## src/rtl/keypad_scanner_pkg.sv

```systemverilog
// Shared definitions for the 12-key keypad scanner: FSM states, select codes, counter width.
// Latency: n/a (types, constants and a pure helper function only).
// Backpressure: n/a.
package keypad_scanner_pkg;

   // Width of the dwell and debounce counters (both parameters top out at 255)
   localparam int CNT_W = 8;

   // Scanner FSM states
   typedef enum logic [1:0] {
      ST_SCAN    = 2'd0,
      ST_CONFIRM = 2'd1,
      ST_HELD    = 2'd2
   } state_t;

   // Select codes driven onto the keypad mux B_in
   localparam logic [3:0] KEY_D1    = 4'h0;
   localparam logic [3:0] KEY_D2    = 4'h1;
   localparam logic [3:0] KEY_D3    = 4'h2;
   localparam logic [3:0] KEY_D4    = 4'h3;
   localparam logic [3:0] KEY_D5    = 4'h4;
   localparam logic [3:0] KEY_D6    = 4'h5;
   localparam logic [3:0] KEY_D7    = 4'h6;
   localparam logic [3:0] KEY_D8    = 4'h7;
   localparam logic [3:0] KEY_D9    = 4'h8;
   localparam logic [3:0] KEY_STAR  = 4'h9;
   localparam logic [3:0] KEY_D0    = 4'hA;
   localparam logic [3:0] KEY_SHARP = 4'hB;
   localparam logic [3:0] KEY_LAST  = 4'hB;

   // Next select code in scan order; anything at or past the last key wraps to the first,
   // so the select bus can never escape the 0x0..0xB window.
   function automatic logic [3:0] next_code(input logic [3:0] code);
      if (code >= KEY_LAST) begin
         return KEY_D1;
      end
      return code + 4'd1;
   endfunction

endpackage

```

## src/rtl/keypad_scanner_evt_reg.sv

```systemverilog
// One-entry valid/ready event register with overrun detection.
// Latency: an incoming event is visible on o_vld/o_dat one clock after i_evt_vld.
// Backpressure: held entry stays stable until o_vld & i_rdy; a new event arriving while full and not being drained is dropped and o_overrun pulses for one cycle.
module keypad_evt_reg #(
   parameter int DAT_W = 4
) (
   input  logic             clk,
   input  logic             rst_n,
   input  logic             i_evt_vld,
   input  logic [DAT_W-1:0] i_evt_dat,
   input  logic             i_rdy,
   output logic             o_vld,
   output logic [DAT_W-1:0] o_dat,
   output logic             o_overrun
);

   logic             r_vld;
   logic [DAT_W-1:0] r_dat;
   logic             r_ovr;

   logic             w_accept;
   logic             w_load;
   logic             w_drop;

   // A handshake this cycle frees the slot, so a same-cycle event may take it over
   assign w_accept = r_vld & i_rdy;
   assign w_load   = i_evt_vld & (~r_vld | w_accept);
   assign w_drop   = i_evt_vld & r_vld & ~i_rdy;

   // Slot update: load wins over drain, drain clears, overrun is a registered one-cycle pulse
   always_ff @(posedge clk or negedge rst_n) begin
      if (!rst_n) begin
         r_vld <= 1'b0;
         r_dat <= '0;
         r_ovr <= 1'b0;
      end else begin
         r_ovr <= w_drop;
         if (w_load) begin
            r_vld <= 1'b1;
            r_dat <= i_evt_dat;
         end else if (w_accept) begin
            r_vld <= 1'b0;
         end
      end
   end

   assign o_vld     = r_vld;
   assign o_dat     = r_dat;
   assign o_overrun = r_ovr;

endmodule

```

## src/rtl/keypad_scanner.sv

```systemverilog
// 12-key keypad scanner: walks select codes, debounces the selected key, posts press (and optionally release) events. Optional macro KEYPAD_RELEASE_EVT_EN adds key_release.
// Latency: press visible on key_valid DEB_CNT*DWELL+1 cycles after the key's select code is applied.
// Backpressure: one-entry event slot; events arriving while the slot is full and not drained are dropped with a one-cycle overrun pulse.
module keypad_scanner
   import keypad_scanner_pkg::*;
#(
   parameter int DWELL   = 4,
   parameter int DEB_CNT = 8
) (
   input  logic       clk,
   input  logic       rst_n,
   input  logic       enable,
   output logic [3:0] B_sel,
   input  logic       key_in,
   output logic       key_valid,
   input  logic       key_ready,
   output logic [3:0] key_code,
   output logic       overrun
`ifdef KEYPAD_RELEASE_EVT_EN
   ,
   output logic       key_release
`endif
);

   // Terminal values of the two counters, sized to the shared counter width
   localparam logic [CNT_W-1:0] DWELL_LAST = CNT_W'(DWELL - 1);
   localparam logic [CNT_W-1:0] DEB_TGT    = CNT_W'(DEB_CNT);

`ifdef KEYPAD_RELEASE_EVT_EN
   localparam int EVT_W = 5;
`else
   localparam int EVT_W = 4;
`endif

   state_t           r_state;
   logic [3:0]       r_sel;
   logic [CNT_W-1:0] r_dwell;
   logic [CNT_W-1:0] r_deb;
   logic             r_evt;
   logic [3:0]       r_evt_code;
`ifdef KEYPAD_RELEASE_EVT_EN
   logic             r_evt_rel;
`endif

   logic             w_sample;
   logic [CNT_W-1:0] w_deb_inc;
   logic [EVT_W-1:0] w_evt_dat;
   logic [EVT_W-1:0] w_out_dat;
   logic             w_out_vld;
   logic             w_out_ovr;

   // key_in is only trusted on the last cycle of the dwell, after the mux has settled
   assign w_sample  = (r_dwell == DWELL_LAST);
   assign w_deb_inc = r_deb + 1'b1;

   // Scan/debounce FSM; the event strobe and its code are registered so the select
   // code may move on in the same edge that produces a release.
   always_ff @(posedge clk or negedge rst_n) begin
      if (!rst_n) begin
         r_state    <= ST_SCAN;
         r_sel      <= KEY_D1;
         r_dwell    <= '0;
         r_deb      <= '0;
         r_evt      <= 1'b0;
         r_evt_code <= KEY_D1;
`ifdef KEYPAD_RELEASE_EVT_EN
         r_evt_rel  <= 1'b0;
`endif
      end else begin
         r_evt <= 1'b0;
         if (!enable) begin
            // Freeze: select code holds, any candidate or held key is forgotten
            r_state <= ST_SCAN;
            r_dwell <= '0;
            r_deb   <= '0;
         end else if (!w_sample) begin
            r_dwell <= r_dwell + 1'b1;
         end else begin
            r_dwell <= '0;
            case (r_state)
               ST_SCAN: begin
                  if (key_in) begin
                     if (DEB_CNT == 1) begin
                        r_evt      <= 1'b1;
                        r_evt_code <= r_sel;
`ifdef KEYPAD_RELEASE_EVT_EN
                        r_evt_rel  <= 1'b0;
`endif
                        r_deb      <= '0;
                        r_state    <= ST_HELD;
                     end else begin
                        r_deb      <= 8'd1;
                        r_state    <= ST_CONFIRM;
                     end
                  end else begin
                     r_sel <= next_code(r_sel);
                  end
               end
               ST_CONFIRM: begin
                  if (!key_in) begin
                     // Bounce: drop the candidate and keep scanning
                     r_deb   <= '0;
                     r_state <= ST_SCAN;
                     r_sel   <= next_code(r_sel);
                  end else if (w_deb_inc == DEB_TGT) begin
                     r_evt      <= 1'b1;
                     r_evt_code <= r_sel;
`ifdef KEYPAD_RELEASE_EVT_EN
                     r_evt_rel  <= 1'b0;
`endif
                     r_deb      <= '0;
                     r_state    <= ST_HELD;
                  end else begin
                     r_deb <= w_deb_inc;
                  end
               end
               ST_HELD: begin
                  if (key_in) begin
                     r_deb <= '0;
                  end else if (w_deb_inc == DEB_TGT) begin
`ifdef KEYPAD_RELEASE_EVT_EN
                     r_evt      <= 1'b1;
                     r_evt_code <= r_sel;
                     r_evt_rel  <= 1'b1;
`endif
                     r_deb   <= '0;
                     r_state <= ST_SCAN;
                     r_sel   <= next_code(r_sel);
                  end else begin
                     r_deb <= w_deb_inc;
                  end
               end
               default: begin
                  r_deb   <= '0;
                  r_state <= ST_SCAN;
               end
            endcase
         end
      end
   end

`ifdef KEYPAD_RELEASE_EVT_EN
   assign w_evt_dat = {r_evt_rel, r_evt_code};
`else
   assign w_evt_dat = r_evt_code;
`endif

   keypad_evt_reg #(
      .DAT_W(EVT_W)
   ) u_evt_reg (
      .clk       (clk),
      .rst_n     (rst_n),
      .i_evt_vld (r_evt),
      .i_evt_dat (w_evt_dat),
      .i_rdy     (key_ready),
      .o_vld     (w_out_vld),
      .o_dat     (w_out_dat),
      .o_overrun (w_out_ovr)
   );

   assign B_sel     = r_sel;
   assign key_valid = w_out_vld;
   assign key_code  = w_out_dat[3:0];
   assign overrun   = w_out_ovr;
`ifdef KEYPAD_RELEASE_EVT_EN
   assign key_release = w_out_dat[4];
`endif

endmodule

```

## config.mk

```make
export PLATFORM = sky130hd
export DESIGN_NAME = keypad_scanner
export DESIGN_NICKNAME = d
export VERILOG_FILES = /design/src/rtl/keypad_scanner_pkg.sv /design/src/rtl/keypad_scanner_evt_reg.sv /design/src/rtl/keypad_scanner.sv
export SDC_FILE = /design/constraint.sdc
export NUM_CORES = 1
export LEC_CHECK = 0
export ABC_AREA = 1
export BUFFER_PORTS_ARGS = -buffer_cell sky130_fd_sc_hd__buf_2
export CORE_MARGIN = 2
export CORE_UTILIZATION = 35
export DETAILED_ROUTE_END_ITERATION = 10
export GPL_ROUTABILITY_DRIVEN = 0
export SKIP_CTS_REPAIR_TIMING = 1
export SLEW_MARGIN = 20
export SYNTH_ARGS = -nofsm -noshare
export SYNTH_HDL_FRONTEND = slang
export SYNTH_SLANG_ARGS = --single-unit
```

## constraint.sdc

```tcl
create_clock -name clk -period 3.4 [get_ports clk]
set_clock_uncertainty 0.05 [all_clocks]
set_input_delay 1.02 -clock clk [delete_from_list [all_inputs] [get_ports clk]]
set_output_delay 1.02 -clock clk [all_outputs]
set_load 0.02 [all_outputs]
```

After elaboration in Yosys (flattened, before gate mapping)
Index checks and enable logic that the tools add are counted.
{"block": "totals", "regBits": 33, "inputBits": 5, "wordCells": 86}
{"block": "classes", "bitwise": 7, "n_reduce_logical": 7, "n_addsub": 3, "order_cmp": 1, "mux": 46, "n_eq_ne": 13}
{"op": "two-way mux 8 bit", "count": 8}
{"op": "two-way mux 4 bit", "count": 8}
{"op": "case mux 8 bit (3 select lines)", "count": 1}
{"op": "two-way mux 1 bit", "count": 20}
{"op": "adder 8 x 1 -> 8 bit, second input constant", "count": 2}
{"op": "two-way mux 2 bit", "count": 7}
{"op": "case mux 4 bit (3 select lines)", "count": 1}
{"op": "AND reduction 5 bit", "count": 2}
{"op": "!= test 3 bit, second input constant", "count": 3}
{"op": "== test 8 x 2 -> 1 bit, second input constant", "count": 1}
{"op": "== test 8 x 4 -> 1 bit, second input constant", "count": 1}
{"op": "!= test 2 bit, second input constant", "count": 4}
{"op": "AND reduction 7 bit", "count": 1}
{"op": "case mux 2 bit (3 select lines)", "count": 1}
{"op": "adder 4 x 1 -> 4 bit, second input constant", "count": 1}
{"op": "AND 1 bit", "count": 4}
{"op": ">= comparator 4 bit, second input constant", "count": 1}
{"op": "!= test 4 bit, second input constant", "count": 1}
{"op": "nonzero test 3 bit", "count": 1}
{"op": "== test 2 x 1 -> 1 bit, second input constant", "count": 1}
{"op": "== test 2 bit, second input constant", "count": 1}
{"op": "zero test 2 bit", "count": 1}
{"op": "!= test 2 x 1 -> 1 bit, second input constant", "count": 1}
{"op": "NOT 1 bit", "count": 2}
{"op": "other kinds (3)", "count": 3}

Depth between registers and ports, before layout
{"block": "depth", "ltp_word": 11, "mapped_depth": 12, "mapped_depth_nobuf": 12}

By module
Synthesis repeated with hierarchy kept, for this count alone.
{"block": "unflattened", "hier_cells": 217, "area_unflattened_um2": 1734.2}
{"mod": "keypad_scanner", "seq_area_each_um2": 675.6, "area_per_inst_um2": 1506.4, "n_inst": 1, "cells_per_inst": 193}
{"mod": "keypad_evt_reg", "seq_area_each_um2": 150.1, "area_per_inst_um2": 227.7, "n_inst": 1, "cells_per_inst": 24}

Worst setup path after synthesis
OpenSTA, ideal clock, no wires.
{"block": "synth_path", "kind": "input -> register", "startpoint": "input enable", "endpoint": "register r_deb[0]", "path_slack_ns": 1.575, "arrival_ns": 1.642, "setup_time_ns": 0.133, "stages": 6, "path_cell_list": "inv_2 nor3_2 nor2_4 clkinv_1 nand2_1 o211ai_1"}
{"block": "synth_between", "elab_chain_cells": 2}
{"element": "start, declared", "line_no": "keypad_scanner.sv:12", "text": "input logic enable,"}
{"element": "!= test 3 bit (no line) / != test 2 x 1 -> 1 bit (equally long branches)"}
{"element": "AND reduction 2 bit (no line)"}
{"element": "end signal, assigned", "line_no": "keypad_scanner.sv:114", "text": "r_deb <= w_deb_inc;"}
{"element": "end signal, assigned", "line_no": "keypad_scanner.sv:130", "text": "r_deb <= w_deb_inc;"}
{"element": "end, declared", "line_no": "keypad_scanner.sv:38", "text": "logic [CNT_W-1:0] r_deb;"}
Parallel ways exist; a longest one is shown, timed or not.
A chain may end at the register's enable or synchronous reset.

Worst setup path in the final report
{"block": "layout_path", "startpoint": "register r_sel[0], in the netlist B_sel[0]", "endpoint": "output B_sel[0]"}
{"element": "start, declared", "line_no": "keypad_scanner.sv:36", "text": "logic [3:0] r_sel;"}
{"element": "start signal, assigned", "line_no": "keypad_scanner.sv:96", "text": "r_sel <= next_code(r_sel);"}
{"element": "start signal, assigned", "line_no": "keypad_scanner.sv:104", "text": "r_sel <= next_code(r_sel);"}
{"element": "start signal, assigned", "line_no": "keypad_scanner.sv:128", "text": "r_sel <= next_code(r_sel);"}
{"element": "end, declared", "line_no": "keypad_scanner.sv:13", "text": "output logic [3:0] B_sel,"}
No word-level cell between the ends.

==> impl_results.md <==
- Status: complete, no violations
- DR WL/cell: 10.5 um
- Die Y: 74.2 um
- Fillers: 498
- Synth Net Count: 214
- Crit-path cells: buf_2
- Wire length of the first global-routing pass: 5.73 mm
- NumNets Final: 235
- Layout cell share with drive strength beyond 1: 20.7%
- Sequential share of the synthesized area: 47.8%
- Worst-case clock buffer depth: 2
- # diodes: 0
- Syn Inst Count: 205
- Top cells by area, synth: dfrtp_1 48%, nand2_1 12%, nor2_1 5.4%
- Setup WS post-layout: 1.39 ns
- Post-synth EDFFs: 0
- Crit end category: output pin
- Input/output buffers: 14
- DP Worst Slack: 1.24 ns
- Die W: 74.2 um
- Reg clk slew, reported paths: 0.07 ns
- Critical Path Start Type: flip-flop
- CP max-delay cell: dfrtp_1
- Residual DRC: 0
- Drt via density: 4.53
- Clock H-tree levels: 2
- Initial antenna violation count: 0
- Row cnt: 25
- Drt pass-1 iters: 4
- Area fraction of the dominant cell type after synthesis: 47.8%
- CP Class: reg -> out
- FF+latch count, synth: 33
- Slew margin rel.: 52.5%
- Area delta synth->final: 13.9%
- Count of cell types in the netlist: 32
- PwrDens: 437 mW/mm^2
- Leak: 0.000974 uW
- Setup TNS: 0 ns
- Routed WL: 3.08 mm
- Hold crit path type: reg -> reg
- Main synth FF type: dfrtp_1
- I/O Pins: 15
- CTS tree: yes
- TritonCTS Sinks: 33
- Initial Util: 36.3%
- Max-slew violations: 0
- Largest area contributor in the netlist: dfrtp_1
- Final hold violation count: 0
- Gr ovfl total: 0
- Total CTS buffers: 5
- Max-cap violations: 0
- Worst-margin pin slew: 0.712 ns
- Number of DRC markers in iteration 0: 94
- Die ar.: 0.00551 mm^2
- Buf/Inv on CP: 1
- ANT nets after route: 0
- Final setup violation count: 0
- Yosys Warn Count: 0
- Hpwl dp: 2.28 mm
- RSZ-0062 raised after global routing: no
- Vias in the first global route: 1327
- Worst skew pair latency: 0.28 ns
- Average size of a mapped cell: 8.42 um^2
- Post-synth design cell area: 0.00173 mm^2
- Vias: 1332
- VDD IR max: 0.209 mV
- Total Power: 859 uW
- Core ar.: 0.00475 mm^2
- Fmax: 0.499 GHz
- WP data required: 2.33 ns
- Largest net degree at the start of global routing: 34
- Fin crit share: 59.0%
- Max stage delay on crit path: 0.45 ns
- CP top delay family: flip-flops
- CP arrival: 0.94 ns
- Total track usage: 13.4%
- Worst-path maximum fanout: 6
- CTS root buf: clkbuf_8
- Post-synth ARST share: 100%
- Final critical-path required period: 2.01 ns
routing by layer:
layer  wire (um)  vias up  global-route usage (%)  part of all wire, %
met3         120        6                    3.66                  3.9
met1        1590      600                    18.6                   52
met5           0        -                       0                    0
li1            -      709                       -                    -
met2        1320       17                    20.2                   43
met4          40        0                    4.76                  1.3
path summary, 6_finish.rpt:
| kind | startpoint | end | slack [ns] | depth (start not counted) |
|---|---|---|---|---|
| min in group asynchronous | rst_n | u_evt_reg.o_dat[2] | 0.74 | 1 |
| setup reg to reg | r_deb[0] | B_sel[0] | 1.46 | 11 |
| hold / removal | r_dwell[0] | r_dwell[0] | 0.41 | 1 |
| max in group asynchronous | rst_n | r_state[1] | 2.11 | 1 |
| setup / recovery | B_sel[0] | B_sel[0] | 1.39 | 1 |
| hold reg to reg | r_dwell[0] | r_dwell[0] | 0.41 | 1 |
report_power, final:
part	internal [uW]	total, uW	switching [uW]
combinational	42.8	123	79.7
sequential	415	447	32.1
clock	141	290	149
total	599	859	261
cells in the mapped netlist, drive strengths merged, types with 2 or more instances:
cell,instances
a21oi,3
clkinv,3
dfrtp,33
ha,4
inv,22
mux2,4
nand2,59
nand3,19
nand4,6
nor2,30
nor3,2
o21ai,7
o22ai,5
xor2,2
registers in the layout (all words and copies together) (netlist names):
name and cells:
B_sel 4, r_deb 8, r_dwell 8, r_evt 1, r_evt_code 4, r_state 2, u_evt_reg.o_dat 4, u_evt_reg.o_overrun 1
u_evt_reg.o_vld 1
layout make-up:
type                            instances  area (um^2)  share of cell area [%]
Tap cell                               67         83.8                    4.26
Clock buffer                            5         68.8                    3.50
Inverter                               25          100                    5.09
Sequential cell                        33          826                    42.0
Timing Repair Buffer                   14         70.1                    3.56
Clock inverter                          3         17.5                   0.891
Multi-Input combinational cell        147          801                    40.7
layout by cell type (no fill, tap or decap), types with 2 or more instances in the layout:
master,n
nand2_1,56
dfrtp_1,33
nor2_1,25
inv_1,19
nand3_1,15
buf_2,14
nand4_1,6
o22ai_1,5
clkbuf_8,5
o21ai_1,4
mux2_2,4
ha_1,4
a21oi_1,3
inv_2,3
nand3_2,3
nor2_4,3
clkinv_2,3
nor2_2,2
xor2_1,2
o21ai_2,2
nand2_2,2
metrics by stage:
stage	cells	hold WS (ns)	util (%)	area, um^2
floorplan	205	0.379	-	1730
global placement	286	0.406	39.6	1880
detailed placement	286	0.406	39.6	1880
CTS	294	0.414	41.4	1970
global route	294	0.425	41.4	1970
finish	294	0.412	41.4	1970
logic make-up after synthesis:
family          Yosys count  synth area share [%]
compound gates           17                  6.01
xor+xnor                  3                  1.52
fa+ha+maj                 4                  2.90
buf+inv                  25                  5.80
flops                    33                  47.8
mux                       4                  2.61
simple gates            119                  33.3
Note: power is estimated with default switching activity, not from simulation.
